[src/rtl/mux_scan_controller.sv]
// Sequencer that loads a 16-bit word into an external 16:1 mux and steps its select
// through every position, streaming the selected bit out over a valid/ready handshake.
module mux_scan_controller #(
  parameter int DWELL = 1
) (
  input  logic        clk,
  input  logic        rst,
  input  logic        in_valid,
  output logic        in_ready,
  input  logic [15:0] in_data,
  input  logic        msb_first,
  output logic [15:0] mux_data,
  output logic [3:0]  mux_sel,
  input  logic        mux_out,
  output logic        ser_valid,
  input  logic        ser_ready,
  output logic        ser_bit,
  output logic        ser_last,
  output logic        busy
);

  localparam int CW = (DWELL > 1) ? $clog2(DWELL) : 1;
  localparam logic [CW-1:0] DWELL_RELOAD = CW'(DWELL - 1);
  localparam logic [CW-1:0] CNT_ONE      = CW'(1);
  localparam logic [CW-1:0] CNT_ZERO     = CW'(0);

  typedef enum logic [1:0] {
    IDLE    = 2'd0,
    SETTLE  = 2'd1,
    PRESENT = 2'd2
  } state_t;

  state_t          state_r;
  state_t          next_state_s;
  logic            dir_r;
  logic [CW-1:0]   dwell_cnt_r;
  logic            accept_s;
  logic            dwell_done_s;
  logic            ser_hs_s;
  logic            final_sel_s;

  // Handshake decode and next-state selection.
  always_comb begin
    next_state_s = state_r;
    accept_s     = in_valid & in_ready;
    dwell_done_s = (dwell_cnt_r == CNT_ZERO);
    ser_hs_s     = ser_valid & ser_ready;
    // The final index ends the word, so the 4-bit select never wraps.
    if (dir_r) begin
      final_sel_s = (mux_sel == 4'd0);
    end else begin
      final_sel_s = (mux_sel == 4'd15);
    end

    case (state_r)
      IDLE: begin
        if (accept_s) begin
          next_state_s = SETTLE;
        end else begin
          next_state_s = IDLE;
        end
      end
      SETTLE: begin
        if (dwell_done_s) begin
          next_state_s = PRESENT;
        end else begin
          next_state_s = SETTLE;
        end
      end
      PRESENT: begin
        if (ser_hs_s) begin
          if (ser_last) begin
            next_state_s = IDLE;
          end else begin
            next_state_s = SETTLE;
          end
        end else begin
          next_state_s = PRESENT;
        end
      end
      default: begin
        next_state_s = IDLE;
      end
    endcase
  end

  // State register.
  always_ff @(posedge clk or posedge rst) begin
    if (rst) begin
      state_r <= IDLE;
    end else begin
      state_r <= next_state_s;
    end
  end

  // Status flags registered from the next state so they track the state exactly.
  always_ff @(posedge clk or posedge rst) begin
    if (rst) begin
      in_ready <= 1'b0;
      busy     <= 1'b0;
    end else begin
      in_ready <= (next_state_s == IDLE);
      busy     <= (next_state_s != IDLE);
    end
  end

  // Word capture, select stepping, dwell timing and serial output registers.
  always_ff @(posedge clk or posedge rst) begin
    if (rst) begin
      mux_data    <= 16'h0000;
      mux_sel     <= 4'd0;
      dir_r       <= 1'b0;
      dwell_cnt_r <= CNT_ZERO;
      ser_valid   <= 1'b0;
      ser_bit     <= 1'b0;
      ser_last    <= 1'b0;
    end else begin
      case (state_r)
        IDLE: begin
          if (accept_s) begin
            mux_data    <= in_data;
            dir_r       <= msb_first;
            mux_sel     <= msb_first ? 4'd15 : 4'd0;
            dwell_cnt_r <= DWELL_RELOAD;
          end
        end
        SETTLE: begin
          if (dwell_done_s) begin
            ser_bit   <= mux_out;
            ser_last  <= final_sel_s;
            ser_valid <= 1'b1;
          end else begin
            dwell_cnt_r <= dwell_cnt_r - CNT_ONE;
          end
        end
        PRESENT: begin
          if (ser_hs_s) begin
            ser_valid <= 1'b0;
            ser_last  <= 1'b0;
            if (!ser_last) begin
              mux_sel     <= dir_r ? (mux_sel - 4'd1) : (mux_sel + 4'd1);
              dwell_cnt_r <= DWELL_RELOAD;
            end
          end
        end
        default: begin
          ser_valid <= 1'b0;
          ser_last  <= 1'b0;
        end
      endcase
    end
  end

endmodule

[config.mk]
export PLATFORM = sky130hd
export DESIGN_NAME = mux_scan_controller
export DESIGN_NICKNAME = d
export VERILOG_FILES = /design/src/rtl/mux_scan_controller.sv
export SDC_FILE = /design/constraint.sdc
export NUM_CORES = 1
export LEC_CHECK = 0
export CORE_MARGIN = 2
export CORE_UTILIZATION = 55
export CTS_BUF_LIST = sky130_fd_sc_hd__clkbuf_2
export DETAILED_ROUTE_END_ITERATION = 8
export DONT_BUFFER_PORTS = 1
export MAX_ROUTING_LAYER = met4
export PLACE_DENSITY_LB_ADDON = 0.05
export SYNTH_ARGS = -nofsm -noshare
export SYNTH_HDL_FRONTEND = slang
export SYNTH_SLANG_ARGS = --single-unit
[constraint.sdc]
create_clock -name clk -period 1.65 [get_ports clk]
set_clock_uncertainty 0.1 [all_clocks]
set_input_delay 0.165 -clock clk [delete_from_list [all_inputs] [get_ports clk]]
set_output_delay 0.165 -clock clk [all_outputs]
set_load 0.1 [all_outputs]
==> flow_summary.toml, run 1 <==
[outcome]
outcome = "finished with violations"
failed_checks = "negative setup slack"

[sta]
finalMaxSlewViolations = 0
period_minus_slack_ns = 1.66
fin_crit_sh = 1.01
setup_viol = 1
tightest_slew_ns = 0.339
final-hold-violation-count = 0
fin_ws_ns = -0.0102
slew_headroom = 0.774
fmax_mhz = 602
rsz0062_at_grt = "yes"

[worst_setup_path]
path_max_fanout = 3
startpoint = "mux_sel[2]$_DFFE_PP0P_"
critical_path_class = "register to register"
required_ns = 1.83
end_kind = "register"
r2r_start = "mux_sel[2]$_DFFE_PP0P_"
critPathLaunchType = "register"
cp.arrival_ns = 1.84

[synth]
yosysTopAreaCellShare = 0.569
yosys-top-cells-count = "dfrtp_1, mux2_2, inv_1"
synthTopCellsByArea = "dfrtp_1, mux2_2, ha_1, inv_1, a41o_4"
ys_ff_latch = 28
synth_cell_types = 28
yosysWarnings = 0
synth_edf_count = 0
async_flop_share = 1.00
synth_largest_area_cell = "dfrtp_1"
avgSynthCellArea_um2 = 12.7
synth_cells = 97
synth_most_common_cell = "dfrtp_1"
syn_nets = 122
ys.flop_type = "dfrtp_1"
synth_area_mm2 = 0.00123
synth.yosys.seq_area_share = 0.569

[placement]
dpl_cell_area_mm2 = 0.00158
post-place-ws_ns = 0.00455
gp_congestion = 0.876
hpwl_um = 1740
port_buffers = 0

[drt]
first_pass_iters = 4
num_vias = 930
drt-initial-drc-count = 12
post-route-drc-count = 0
drtAntennaViolNets = 0
vias_per_cell = 5.17
drt-wirelength-per-cell_um = 15.8
wl_um = 2840

[final_layout]
nNetsFinal = 178
final_cell_area_mm2 = 0.00183
drive_above_1_share = 0.461
utilization = 0.844
nFillCells = 120
num_antenna_cells = 0
area_growth_pct = 48.6

[floorplan]
dieArea_mm2 = 0.00264
ioPinCount = 47
start_util = 0.568
dieWidth_um = 51.3
die_height_um = 51.3
core_area_mm2 = 0.00217
rows = 17

[clock_tree]
htree_levels = 1
clk_latency_ns = 0.34
clock_sinks = 28
cts_root_buffer = "clkbuf_2"
cts_made_buffers = 3
clk_path_buf_depth = 2
tritoncts = "done"
clk_pin_slew_ns = 0.24

[pwr]
p_int_w = 0.000776
clkPwrFrac = 0.247
switching_power_w = 0.000214
power_density_mw_per_mm2 = 541
seqPwrFrac = 0.694
leakage_nw = 0.875
netSwitchingFraction = 0.216
comb_power_share = 0.059
peakVddDrop_uv = 533

[global_routing]
grt_max_degree = 29
grt_overflow = 0
first_global_vias = 982
grt_pass1_wl_um = 4530
grt_usage = 0.249
antenna_found_initial = 0

[hold_path]
hold_class = "input pin to register"
hold_start = "msb_first"

[flow_run]
drv_cap = 0
-- power groups by stage --
stage	logic (W)	registers, W	clock network [W]
2_1_floorplan	0.0000122	0.000699	0
3_3_place_gp	0.0000178	0.000699	0
3_5_place_dp	0.0000182	0.000699	0
4_1_cts	0.0000567	0.000688	0.000247
5_1_grt	0.0000644	0.000688	0.000278
6_report	0.0000584	0.000688	0.000244
-- repair_timing --
action / in CTS / in global routing
hold buffers: 20 / 0
endpoints found under the hold margin: 53 / 0
resized for setup: 1 / 7
pin swaps: 2 / 1
endpoints found under the setup margin: 9 / 19
buffers inserted: 1 / 0
-- flip-flops by register name, indices dropped and copies added (netlist names) --
register / flops
ser_valid: 1
ser_bit: 1
dir_r: 1
ser_last: 1
in_ready: 1
busy: 1
mux_sel: 4
mux_data: 16
state_r: 2
-- per-layer routing --
layer,vias up,wire length [µm],GRT usage
li1,449,-,-
met1,450,1120,0.288
met2,29,1540,0.439
met3,2,171,0.0468
met4,0,14,0.0789
met5,-,0,-
-- critical path, stage by stage (launching register included) --
cell and delay [ns]:
dfrtp_4 0.55, ha_4 0.29, a21oi_2 0.05, and3_1 0.18
or2_4 0.22, o211a_1 0.20
-- worst paths after layout --
check | depth (start not counted) | slack (ns) | endpoint
min reg2reg | 1 | 0.45 | ser_bit$_DFFE_PP0P_
max | 5 | -0.01 | mux_sel[3]$_DFFE_PP0P_
max reg2reg | 5 | -0.01 | mux_sel[3]$_DFFE_PP0P_
min | 3 | 0.04 | mux_sel[1]$_DFFE_PP0P_
min in group asynchronous | 3 | 0.20 | busy$_DFF_PP0_
max in group asynchronous | 3 | 0.97 | mux_sel[1]$_DFFE_PP0P_
-- cell usage in the layout (no fill, tap or decap), drive strengths merged, types with 2 or more instances in the layout --
cell type	n
nand2b	2
a31oi	2
clkbuf	3
nand3	4
a21oi	4
or2	3
buf	34
dlygate4sd3	20
o21ai	5
dfrtp	28
ha	2
mux2	18
nand2	5
nor2	4
inv	6
-- per-stage QoR --
step	hold WS (ns)	instances	power [W]	TNS [ns]
finish	0.0375	180	0.000991	-0.0102
CTS	0.0228	180	0.000991	-0.00955
detailed placement	0.0385	155	0.000718	0
global route	0.0462	180	0.00103	-0.389
global placement	0.0341	155	0.000717	0
floorplan	0.130	97	0.000712	-0.813
-- area by class of cell --
class	count	area (µm²)	area share
multi-input combinational	60	578	0.316
clock buffer	3	15.0	0.00820
timing repair buffer	54	459	0.251
clock inverter	1	3.75	0.00205
tap	28	35.0	0.0191
inverter	6	22.5	0.0123
sequential	28	718	0.392
-- cells by family (layout without fill, tap and decap cells) --
| group | count (synthesis) | in the layout | share of synthesized area |
|---|---|---|---|
| AO/OA/AOI/OAI | 15 | 15 | 0.0863 |
| buffers and inverters | 9 | 64 | 0.0396 |
| adder cells (fa/ha/maj) | 3 | 3 | 0.0365 |
| flip-flops | 28 | 28 | 0.569 |
| XOR/XNOR | 1 | 1 | 0.00711 |
| multiplexers | 18 | 18 | 0.164 |
| AND/OR/NAND/NOR | 23 | 23 | 0.0975 |
Power figures use the tool's default switching activity.
==> run 2: changes to the inputs <==
- ABC_CLOCK_PERIOD_IN_PS: not set -> 1650
==> results of run 2 <==
No change in the layout: final DEF, timing and power equal those of run 1.
==> run 3: changes to the inputs <==
- PLACE_DENSITY: not set -> 0.78
- PLACE_DENSITY_LB_ADDON: 0.05 -> not set
==> run 3 against run 2 <==
The run still ends with negative setup slack left; cell area up 6.6%; via count up 16%; critical path depth down 1; count of clock-buffer cells in the layout unchanged; largest cell class unchanged; largest power group unchanged; fmax down 4.4%.
==> flow_summary.toml, run 3 (synthesis gave the netlist of run 1 again) <==
[flow_run]
drv_cap = 0

[final_layout]
nNetsFinal = 181
final_cell_mix = "buf_4, dfrtp_1, dlygate4sd3_1"
num_antenna_cells = 0
area_growth_pct = 58.4
reg_top3 = "mux_data (16), mux_sel (4), state_r (2)"
fin_cells = 183
utilization = 0.900
final_common_cell = "buf_4"
largest_reg_flops = 16
drive_above_1_share = 0.523
top_register = "mux_data"

[clock_tree]
clk_pin_slew_ns = 0.28
clk_path_buf_depth = 2
htree_levels = 1
clk_latency_ns = 0.37
tritoncts = "done"
cts_made_buffers = 3
clock_sinks = 28
cts_root_buffer = "clkbuf_2"

[pwr]
netSwitchingFraction = 0.198
totalPowerFinal_w = 0.00116
comb_power_share = 0.052
seqPwrFrac = 0.592
peakVddDrop_uv = 840
leakage_nw = 0.918
clkPwrFrac = 0.356
switching_power_w = 0.000231
power_density_mw_per_mm2 = 596
p_int_w = 0.000932

[floorplan]
die_height_um = 51.3
start_util = 0.568
rows = 17
core_area_mm2 = 0.00217
dieArea_mm2 = 0.00264
dieWidth_um = 51.3
ioPinCount = 47

[global_routing]
first_global_vias = 1084
grt_pass1_wl_um = 5350
grt_usage = 0.298
antenna_found_initial = 0
grt_overflow = 0
grt_max_degree = 21

[placement]
hpwl_um = 1840
port_buffers = 0
place_inst = 155
gp_congestion = 0.914
post-place-ws_ns = -0.00287

[drt]
drt-wirelength-per-cell_um = 22.9
post-route-drc-count = 0
drt-initial-drc-count = 35
first_pass_iters = 4
num_vias = 1082
wl_um = 4190
drtAntennaViolNets = 0
vias_per_cell = 5.91

[sta]
finalMaxSlewViolations = 0
fin_ws_ns = -0.0871
rsz0062_at_grt = "yes"
final-hold-violation-count = 0
tightest_slew_ns = 0.338
slew_headroom = 0.775
fin_crit_sh = 1.05
hold_slack_ns = 0.0393
fmax_mhz = 576
period_minus_slack_ns = 1.74
setup_viol = 19

[worst_setup_path]
end_kind = "register"
required_ns = 1.85
critical_path_class = "register to register"
path_max_fanout = 8
critPathLaunchType = "register"
cp.arrival_ns = 1.94

[hold_path]
hold_class = "input pin to asynchronous set/reset pin"

[outcome]
failed_checks = "negative setup slack"
outcome = "finished with violations"
-- run 3: what timing repair did --
action / CTS / global route
resized for setup: 2 / 18
hold endpoints to repair: 52 / 0
setup endpoints to repair: 16 / 20
pin swaps: 2 / 4
cloned: 0 / 1
setup buffers: 1 / 2
hold buffers: 20 / 0
-- run 3: layout make-up --
class	instances	area, µm²
Timing Repair Buffer	57	523
Clock buffer	3	15.0
Tap cell	28	35.0
Inverter	6	25.0
Sequential cell	28	719
Fill cell	80	218
Clock inverter	1	30.0
Multi-Input combinational cell	60	604
-- run 3: per-layer routing --
metal | share of wire | global-route usage
met2 | 0.52 | 0.491
met1 | 0.36 | 0.353
met5 | 0 | -
met4 | 0.050 | 0.154
met3 | 0.069 | 0.0497
-- run 3: power by group through the flow --
stage / clock network [W] / logic, W / registers, W
floorplan: 0 / 0.0000122 / 0.000699
global placement: 0 / 0.0000182 / 0.000699
detailed placement: 0 / 0.0000188 / 0.000699
CTS: 0.000412 / 0.0000573 / 0.000688
global route: 0.000433 / 0.0000663 / 0.000688
finish: 0.000414 / 0.0000606 / 0.000688
-- run 3: final timing paths --
check | slack (ns) | to | startpoint | depth (start not counted)
setup reg to reg | -0.09 | mux_data[7]$_DFFE_PP0P_ | state_r[0]$_DFF_PP0_ | 4
max in group asynchronous | 0.81 | mux_data[2]$_DFFE_PP0P_ | rst | 3
min in group clk | 0.10 | mux_sel[1]$_DFFE_PP0P_ | msb_first | 3
setup / recovery | -0.09 | mux_data[7]$_DFFE_PP0P_ | state_r[0]$_DFF_PP0_ | 4
hold reg to reg | 0.45 | mux_data[13]$_DFFE_PP0P_ | mux_data[13]$_DFFE_PP0P_ | 1
hold / removal | 0.04 | mux_sel[2]$_DFFE_PP0P_ | rst | 2
-- run 3: metrics by stage --
step / area [µm²] / TNS (ns)
3_3_place_gp: 1580 / 0
4_1_cts: 1840 / -0.211
5_1_grt: 1950 / -1.98
2_1_floorplan: 1310 / -0.813
3_5_place_dp: 1580 / -0.00287
6_report: 1950 / -1.20
-- run 3: worst max-delay path, stage by stage, from the launching register on --
cell	delay, ns
dfrtp_1	0.52
nor4bb_4	0.38
buf_6	0.19
buf_8	0.13
mux2_2	0.35
